File: config.mk
export PLATFORM = sky130hd
export DESIGN_NAME = cordic_sincos_preproc_flat
export DESIGN_NICKNAME = d
export VERILOG_FILES = /design/src/rtl/cordic_sincos_preproc_if.sv /design/src/rtl/cordic_sincos_preproc.sv /design/src/flat_wrapper.sv
export SDC_FILE = /design/constraint.sdc
export NUM_CORES = 1
export LEC_CHECK = 0
export ABC_AREA = 1
export CAP_MARGIN = 5
export CORE_UTILIZATION = 49
export DETAILED_ROUTE_END_ITERATION = 8
export PLACE_DENSITY = 0.91
export RECOVER_POWER = 100
export SYNTH_ARGS = -nofsm -noshare
export SYNTH_HDL_FRONTEND = slang
export SYNTH_SLANG_ARGS = --single-unit
File: constraint.sdc
create_clock -name i_clk -period 1.75 [get_ports i_clk]
set_input_delay 0.4375 -clock i_clk [delete_from_list [all_inputs] [get_ports i_clk]]
set_output_delay 0.4375 -clock i_clk [all_outputs]
set_load 0.01 [all_outputs]
File: src/rtl/cordic_sincos_preproc_if.sv
// Angle handshake and seeded output bundle between the CORDIC input stage
// and its neighbours.
interface cordic_sincos_preproc_if #(
  parameter int BITS = 16
);
  logic            i_valid;
  logic            o_ready;
  logic [BITS-1:0] i_theta;
  logic            o_valid;
  logic            o_sign;
  logic [BITS-1:0] o_cos;
  logic [BITS-1:0] o_sin;
  logic [BITS-1:0] o_theta;

  // Preprocessor side: takes angles, produces seeded stage-0 operands.
  modport slave (
    input  i_valid, i_theta,
    output o_ready, o_valid, o_sign, o_cos, o_sin, o_theta
  );

  // Environment side: supplies angles, observes stage-0 operands.
  modport master (
    output i_valid, i_theta,
    input  o_ready, o_valid, o_sign, o_cos, o_sin, o_theta
  );
endinterface

File: src/rtl/cordic_sincos_preproc.sv
// CORDIC sin/cos input stage: folds [-pi, pi) into [-pi/2, pi/2], seeds
// cos/sin, and holds one angle in a skid register across pipeline stalls.
module cordic_sincos_preproc #(
  parameter int BITS   = 16,
  parameter int K_INIT = 9949
) (
  input logic                    i_clk,
  input logic                    i_rst,
  input logic                    i_pipeline_en,
  cordic_sincos_preproc_if.slave bus
);

  logic            fold_sign;
  logic [BITS-1:0] fold_theta;
  logic            accept;

  logic            skid_full;
  logic            skid_sign;
  logic [BITS-1:0] skid_theta;

  logic            out_valid;
  logic            out_sign;
  logic [BITS-1:0] out_cos;
  logic [BITS-1:0] out_sin;
  logic [BITS-1:0] out_theta;

  // Fold: angles in the outer half-circle are rotated by pi (MSB flip).
  always_comb begin
    fold_sign  = bus.i_theta[BITS-1] ^ bus.i_theta[BITS-2];
    fold_theta = bus.i_theta;
    fold_theta[BITS-1] = bus.i_theta[BITS-1] ^ fold_sign;
  end

  assign accept = bus.i_valid & ~skid_full;

  // Output stage and skid register; a full skid always drains first.
  always_ff @(posedge i_clk) begin
    if (i_rst) begin
      skid_full  <= 1'b0;
      skid_sign  <= 1'b0;
      skid_theta <= '0;
      out_valid  <= 1'b0;
      out_sign   <= 1'b0;
      out_cos    <= '0;
      out_sin    <= '0;
      out_theta  <= '0;
    end else if (i_pipeline_en) begin
      if (skid_full) begin
        out_valid <= 1'b1;
        out_sign  <= skid_sign;
        out_theta <= skid_theta;
        out_cos   <= BITS'(K_INIT);
        out_sin   <= '0;
        skid_full <= 1'b0;
      end else if (accept) begin
        out_valid <= 1'b1;
        out_sign  <= fold_sign;
        out_theta <= fold_theta;
        out_cos   <= BITS'(K_INIT);
        out_sin   <= '0;
      end else begin
        out_valid <= 1'b0;
      end
    end else if (accept) begin
      skid_full  <= 1'b1;
      skid_sign  <= fold_sign;
      skid_theta <= fold_theta;
    end
  end

  assign bus.o_ready = ~skid_full;
  assign bus.o_valid = out_valid;
  assign bus.o_sign  = out_sign;
  assign bus.o_cos   = out_cos;
  assign bus.o_sin   = out_sin;
  assign bus.o_theta = out_theta;

endmodule

File: src/flat_wrapper.sv
// flat-port wrapper written by rule: the top's interface ports become plain ports
module cordic_sincos_preproc_flat 
#(
  parameter int BITS   = 16,
  parameter int K_INIT = 9949
)
  (i_clk, i_rst, i_pipeline_en, bus_i_valid, bus_i_theta, bus_o_ready, bus_o_valid, bus_o_sign, bus_o_cos, bus_o_sin, bus_o_theta);
  cordic_sincos_preproc_if #(.BITS(BITS)) bus_i ();
  input logic i_clk;
  input logic i_rst;
  input logic i_pipeline_en;
  input wire logic [$bits(bus_i.i_valid)-1:0] bus_i_valid;
  input wire logic [$bits(bus_i.i_theta)-1:0] bus_i_theta;
  output wire logic [$bits(bus_i.o_ready)-1:0] bus_o_ready;
  output wire logic [$bits(bus_i.o_valid)-1:0] bus_o_valid;
  output wire logic [$bits(bus_i.o_sign)-1:0] bus_o_sign;
  output wire logic [$bits(bus_i.o_cos)-1:0] bus_o_cos;
  output wire logic [$bits(bus_i.o_sin)-1:0] bus_o_sin;
  output wire logic [$bits(bus_i.o_theta)-1:0] bus_o_theta;
  assign bus_i.i_valid = bus_i_valid;
  assign bus_i.i_theta = bus_i_theta;
  assign bus_o_ready = bus_i.o_ready;
  assign bus_o_valid = bus_i.o_valid;
  assign bus_o_sign = bus_i.o_sign;
  assign bus_o_cos = bus_i.o_cos;
  assign bus_o_sin = bus_i.o_sin;
  assign bus_o_theta = bus_i.o_theta;
  cordic_sincos_preproc #(.BITS(BITS), .K_INIT(K_INIT)) u_core (.i_clk(i_clk), .i_rst(i_rst), .i_pipeline_en(i_pipeline_en), .bus(bus_i));
endmodule
[Word level (Yosys, flattened, before mapping)]
Index checks and enable logic that the tools add are counted.
Cells by class
  reductions and logical operators: 4
  mux-type cells: 10
  bitwise operators: 5
Operator list (number)
  two-way mux 16 bit: 6
  two-way mux 1 bit: 4
  AND reduction 2 bit: 2
  NOT 1 bit: 2
  nonzero test 2 bit: 1
  OR reduction 2 bit: 1
  XOR 1 bit: 2
  bitwise AND 1 bit: 1
Word-level totals
  input bits: 20
  output and inout bits: 51
  register bits: 68
  word-level logic and storage cells: 27

[Depth between registers and ports, before layout]
Gate-level depths: netlist (run 1).
  word-level depth: 4
  mapped depth: 8
  depth with buffers taken out: 6

[Worst setup path after synthesis (run 1)]
OpenSTA, ideal clock, no wires.
  path type: input-to-reg
  from: input i_rst
  to: register u_core.out_theta[1] (netlist: u_core.bus.o_theta[1])
  stages on the path: 5
  path buffers: 2
  slack: 596 ps
  data arrival time: 1042 ps
  library setup time: 113 ps
  required time: 1637 ps
  cell sequence: buf_4 clkinv_1 buf_2 nand2_1 nor2_1
RTL lines
  start, declared: line flat_wrapper.sv:10  | input logic i_rst;
  end signal, assigned: line cordic_sincos_preproc.sv:51  | out_theta <= skid_theta;
  end signal, assigned: line cordic_sincos_preproc.sv:58  | out_theta <= fold_theta;
  end, declared: line cordic_sincos_preproc.sv:25  | logic [BITS-1:0] out_theta;

[Final worst setup path (run 1)]
  from: register u_core.out_cos[10] (netlist: u_core.bus.o_cos[10])
  to: output bus_o_cos[10]
RTL lines
  start, declared: line cordic_sincos_preproc.sv:23  | logic [BITS-1:0] out_cos;
  start signal, assigned: line cordic_sincos_preproc.sv:52  | out_cos <= BITS'(K_INIT);
  start signal, assigned: line cordic_sincos_preproc.sv:59  | out_cos <= BITS'(K_INIT);
  end, declared: line flat_wrapper.sv:17  | output wire logic [$bits(bus_i.o_cos)-1:0] bus_o_cos;
No word-level cell between the ends.

==> results of run 1 <==
## final cells by class
cell class / instances / area share
inverter: 54 / 0.0828
sequential: 37 / 0.303
clock inverter: 2 / 0.0143
clock buffer: 5 / 0.0281
timing repair buffer: 52 / 0.207
tap: 50 / 0.0255
multi-input combinational: 204 / 0.339
## state kept, by name, indices dropped and copies added (netlist names)
signal,cells
u_core.skid_theta,16
u_core.bus.o_sign,1
u_core.bus.o_theta,16
u_core.skid_full,1
u_core.skid_sign,1
u_core.bus.o_valid,1
u_core.bus.o_cos,1
## placed cells by master (no fill, tap or decap), drive strengths merged, types with 2 or more instances in the layout
| cell type | n |
|---|---|
| clkdlybuf4s50 | 30 |
| a21oi | 4 |
| clkinv | 2 |
| o21ai | 14 |
| nand2 | 108 |
| inv | 53 |
| clkbuf | 5 |
| nor2 | 51 |
| nand3 | 2 |
| buf | 5 |
| dfxtp | 37 |
| dlygate4sd3 | 17 |
| conb | 23 |
## report_power, final
group	switching [mW]	leakage, nW	internal, mW	total, mW
sequential	0.0325	0.306	0.904	0.936
clock	0.306	0.0540	0.414	0.720
combinational	0.224	0.925	0.184	0.407
## through the flow
stage | worst slack [ns] | instances
final | 0.0597 | 404
after global routing | 0.00552 | 404
after CTS | 0.0471 | 404
after detailed placement | -0.0580 | 397
after global placement | 0.0421 | 397
after floorplan | 0.596 | 338
## per-layer routing
layer | global-route usage | vias up | wire length (um)
met5 | 0 | - | 0
met4 | 0.109 | 0 | 116
met3 | 0.0310 | 10 | 179
met2 | 0.339 | 56 | 1880
met1 | 0.222 | 722 | 1680
li1 | - | 933 | -
## how the worst max path moves through the flow
stage	from	end	cells past startpoint
detailed placement	bus_i_valid	u_core.bus.o_theta[8]	7
finish	u_core.bus.o_cos[10]	bus_o_cos[10]	1
global route	u_core.bus.o_cos[10]	bus_o_cos[10]	1
CTS	u_core.bus.o_cos[10]	bus_o_cos[10]	1
global placement	i_pipeline_en	u_core.bus.o_theta[13]	4
floorplan	i_rst	u_core.bus.o_theta[1]	5
## cell families after synthesis
kind of cell / Yosys count / share of synthesized area
other: 1 / 0.00184
flip-flops: 37 / 0.364
buffers and inverters: 97 / 0.262
AND/OR/NAND/NOR: 163 / 0.327
AO/OA/AOI/OAI: 18 / 0.0443
==> results.json, run 1 <==
{
  "finalCriticalPeriod_ns": 1.69,
  "crit_arrival_ns": 1.25,
  "hold_end": "u_core.skid_theta[15]",
  "min_from": "u_core.skid_theta[15]",
  "r2r-start": "u_core.skid_full",
  "yosysTopAreaCell": "dfxtp_1",
  "seq_area_sq_um": 742,
  "setup_viol": 0,
  "layout.nets": 374,
  "drt.antenna.violating_nets": 0,
  "first_iter_violations": 124,
  "syn_avg_cell_area_sq_um": 6.43,
  "ios": 71,
  "die_area_sq_um": 4410,
  "hold_violations": 0,
  "core_area_sq_um": 4000,
  "port-buffer-count": 47,
  "p_per_area_nw_per_um2": 843,
  "ys_async_sr_fraction": 0,
  "synth_seq_cells": 37,
  "nFillCells": 375,
  "crit_path_max_fanout": 10,
  "wire_per_inst_um": 9.56,
  "placed_area_sq_um": 2360,
  "yosysMostFrequentCell": "nand2_1",
  "track_usage": 0.194,
  "vias": 1721,
  "clkSlewWorstSetupHoldPaths_ns": 0.07,
  "route.detailed.drc": 0,
  "hpwl_mm": 2.81,
  "final-max-slew-violation-count": 0,
  "multi_input_area_sq_um": 830,
  "cts_resized": 1,
  "setup-tns-final_ns": 0,
  "maxCapViolations": 0,
  "cts_sinks": 37,
  "cpPeakStageDelay_ns": 0.56,
  "synth_common_cells": "103 x nand2_1, 51 x inv_1, 50 x nor2_1",
  "cp_num_buf_inv": 1,
  "wl_mm": 3.86,
  "drive_gt1_frac": 0.0565,
  "clk_latency_ns": 0.30,
  "synth_edf_count": 0,
  "final_area_sq_um": 2450,
  "vdd_drop_max_uv": 670,
  "synth_area_sq_um": 2030,
  "ys_seq_area_frac": 0.364,
  "syn_inst": 316,
  "critPathCaptureType": "output port",
  "rsz0062_at_grt": "false",
  "syn_to_final_growth_pct": 20.4,
  "period_share": 0.966,
  "crit_type": "reg -> out",
  "grt_pass1_wl_mm": 6.44,
  "power_mw": 2.06,
  "numCtsBuffers": 5,
  "grt_pass1_vias": 1561,
  "cts-root-buf": "clkbuf_8",
  "diodes": 0,
  "place.gp.congestion": 0.806,
  "gr-total-overflow": 0,
  "start_util": 0.508,
  "critical-path-top-delay-family": "buffers and inverters",
  "clock_skew_ns": 0.0105,
  "first_pass_iters": 4,
  "ys_types": 20,
  "postCtsSetupBuffers": 0,
  "rrSetupSlack_ns": 0.41,
  "p_leak_nw": 1.28,
  "antenna_found_initial": 0,
  "die-height_um": 66.4,
  "crit_chain": "clkdlybuf4s50_1",
  "final_util": 0.612,
  "clk_path_buf_depth": 2,
  "hp-class": "reg -> reg",
  "yosysWarnings": 0,
  "rr_worst_depth": 6,
  "worstHoldPathCells": 2,
  "start_kind": "register",
  "grt_max_degree": 36,
  "num_rows": 23,
  "status": "completed",
  "worstPathRequired_ns": 1.31,
  "cts_tree": "yes",
  "fmax_ghz": 0.592,
  "whs_ns": 0.472,
  "htreeDepth": 2,
  "cp_slowest_cell": "clkdlybuf4s50_1",
  "synth_ff_type": "dfxtp_1",
  "rr_endpoint": "u_core.skid_theta[11]",
  "die_width_um": 66.4,
  "synth_top_cell_area_share": 0.364,
  "synth.area.top_cells": "dfxtp_1 36%, nand2_1 19%, buf_4 12%",
  "viasPerCell": 4.26,
  "cts_hold_buffers": 0
}
No activity file was read; power rests on OpenSTA's default activity.
==> run 2, diff against run 1 <==
--- a/config.mk
+++ b/config.mk
@@ -7,9 +7,10 @@
 export LEC_CHECK = 0
 export ABC_AREA = 1
 export CAP_MARGIN = 5
-export CORE_UTILIZATION = 49
+export CORE_UTILIZATION = 67
 export DETAILED_ROUTE_END_ITERATION = 8
-export PLACE_DENSITY = 0.91
+export DONT_BUFFER_PORTS = 1
+export PLACE_DENSITY = 0.88
 export RECOVER_POWER = 100
 export SYNTH_ARGS = -nofsm -noshare
 export SYNTH_HDL_FRONTEND = slang
==> run 2 against run 1 <==
- the flow now finishes with violations (design-rule violations)
- fmax increased by 8.4%
- clock-buffer cell count increased by 1
- register-to-register slack got worse by 0.12 ns
- first-iteration DRC count decreased by 19%
- combinational power decreased by 37%
- clock power decreased by 42%
- sequential power increased by 2.2%
- hold slack got worse by 0.32 ns
- routed wire length decreased by 12%
- critical endpoint is now bus_o_cos[13]
- highest routed layer unchanged
==> results.json, run 2 (synthesis results as in run 1) <==
{
  "status": "finished, violations left",
  "violations": "design-rule violations",
  "wl_met2_mm": 1.50,
  "final_cell_mix": "104 x nand2_1, 52 x inv_1, 50 x nor2_1",
  "setup-tns-final_ns": 0,
  "relSlewSlack": 0.608,
  "switchingPower_mw": 0.496,
  "grt_pass1_wl_mm": 5.73,
  "die_width_um": 57.1,
  "first_pass_iters": 7,
  "grt_pass1_vias": 1350,
  "wire_per_inst_um": 10.1,
  "die_area_sq_um": 3260,
  "top_layer": "met4",
  "swShare": 0.304,
  "cts_sinks": 37,
  "wl_met1_mm": 1.54,
  "critPathCaptureType": "output port",
  "critPathLaunch": "u_core.bus.o_cos[10]",
  "clkSlewWorstSetupHoldPaths_ns": 0.10,
  "rrSetupSlack_ns": 0.29,
  "internal-power_mw": 1.14,
  "final.setup.worst_slack_ns": 0.190,
  "first_iter_violations": 100,
  "cts_resized": 0,
  "clock_skew_ns": 0.00402,
  "cp_num_buf_inv": 1,
  "crit_chain": "clkbuf_2",
  "finalCriticalPeriod_ns": 1.56,
  "cts_hold_buffers": 0,
  "ios": 71,
  "hold_violations": 0,
  "port-buffer-count": 0,
  "gr-total-overflow": 0,
  "viasPerCell": 4.70,
  "worstPathRequired_ns": 1.31,
  "track_usage": 0.228,
  "fmax_ghz": 0.641,
  "route.detailed.drc": 18,
  "start_util": 0.725,
  "setup_viol": 0,
  "postCtsSetupBuffers": 0,
  "grt_max_degree": 36,
  "num_rows": 19,
  "crit_arrival_ns": 1.12,
  "place.gp.congestion": 0.824,
  "worst-slew-pin-transition_ns": 0.587,
  "numCtsBuffers": 5,
  "pwr-share-clk": 0.258,
  "rsz0062_at_grt": "false",
  "layout.nets": 326,
  "clk_path_buf_depth": 2,
  "vias": 1589,
  "vdd_drop_max_uv": 591,
  "final-max-slew-violation-count": 0,
  "p_per_area_nw_per_um2": 861,
  "pwr-share-seq": 0.586,
  "period_share": 0.891,
  "maxCapViolations": 0,
  "start_kind": "register",
  "dp_slack_ns": 0.388,
  "cpPeakStageDelay_ns": 0.44,
  "clk_latency_ns": 0.34,
  "cts-root-buf": "clkbuf_4",
  "hpwl_mm": 2.45,
  "cts_tree": "yes",
  "p_leak_nw": 1.04,
  "htreeDepth": 2,
  "r2r-start": "u_core.skid_full",
  "crit_path_max_fanout": 9,
  "die-height_um": 57.1,
  "diodes": 0,
  "wl_met3_um": 312,
  "layout_commonest_cell": "nand2_1",
  "crit_type": "reg -> out",
  "combPwrFrac": 0.156,
  "hp-class": "in -> reg",
  "antenna_found_initial": 0,
  "core_area_sq_um": 2810,
  "critical-path-top-delay-family": "buffers and inverters",
  "wl_mm": 3.41,
  "cp_slowest_cell": "clkbuf_2",
  "syn_to_final_growth_pct": -6.77,
  "drive_gt1_frac": 0.0619,
  "min_from": "i_rst",
  "drt.antenna.violating_nets": 0
}
run 2: layer usage:
metal,GRT usage,vias up
li1,-,834
met1,0.308,678
met2,0.339,69
met3,0.0612,8
met4,0.108,0
met5,0,-
run 2: cell type report:
| class | instances | area (sq um) |
|---|---|---|
| clock buffers | 6 | 41.3 |
| clock inverters | 2 | 10.0 |
| fillers | 264 | 910 |
| inverters | 54 | 203 |
| multi-input cells | 204 | 835 |
| flip-flops and latches | 37 | 741 |
| well taps | 31 | 38.8 |
| repair buffers | 4 | 27.5 |
run 2: power by group through the flow:
stage               logic (mW)  clock network (mW)  registers [mW]
CTS                      0.258               0.431           0.957
global placement         0.248                   0           0.974
detailed placement       0.255                   0           0.977
global route             0.298               0.471           0.964
finish                   0.255               0.421           0.957
floorplan                0.294                   0           0.968
run 2: metrics by stage:
| step | hold slack, ns | instances | utilization | power (mW) | area (sq um) |
|---|---|---|---|---|---|
| after global placement | 0.437 | 330 | 0.661 | 1.22 | 1850 |
| after floorplan | 0.444 | 338 | - | 1.26 | 2120 |
| after CTS | 0.141 | 338 | 0.679 | 1.65 | 1910 |
| after detailed placement | 0.441 | 330 | 0.661 | 1.23 | 1850 |
| after global routing | 0.125 | 338 | 0.676 | 1.73 | 1900 |
| final | 0.152 | 338 | 0.676 | 1.63 | 1900 |
run 2: final timing paths:
| path | to | cells after the start |
|---|---|---|
| worst max-delay path | bus_o_cos[13] | 1 |
| worst min-delay path | u_core.bus.o_cos[10] | 1 |
| worst max register to register | u_core.bus.o_theta[2] | 5 |
| worst min register to register | u_core.bus.o_cos[10] | 2 |
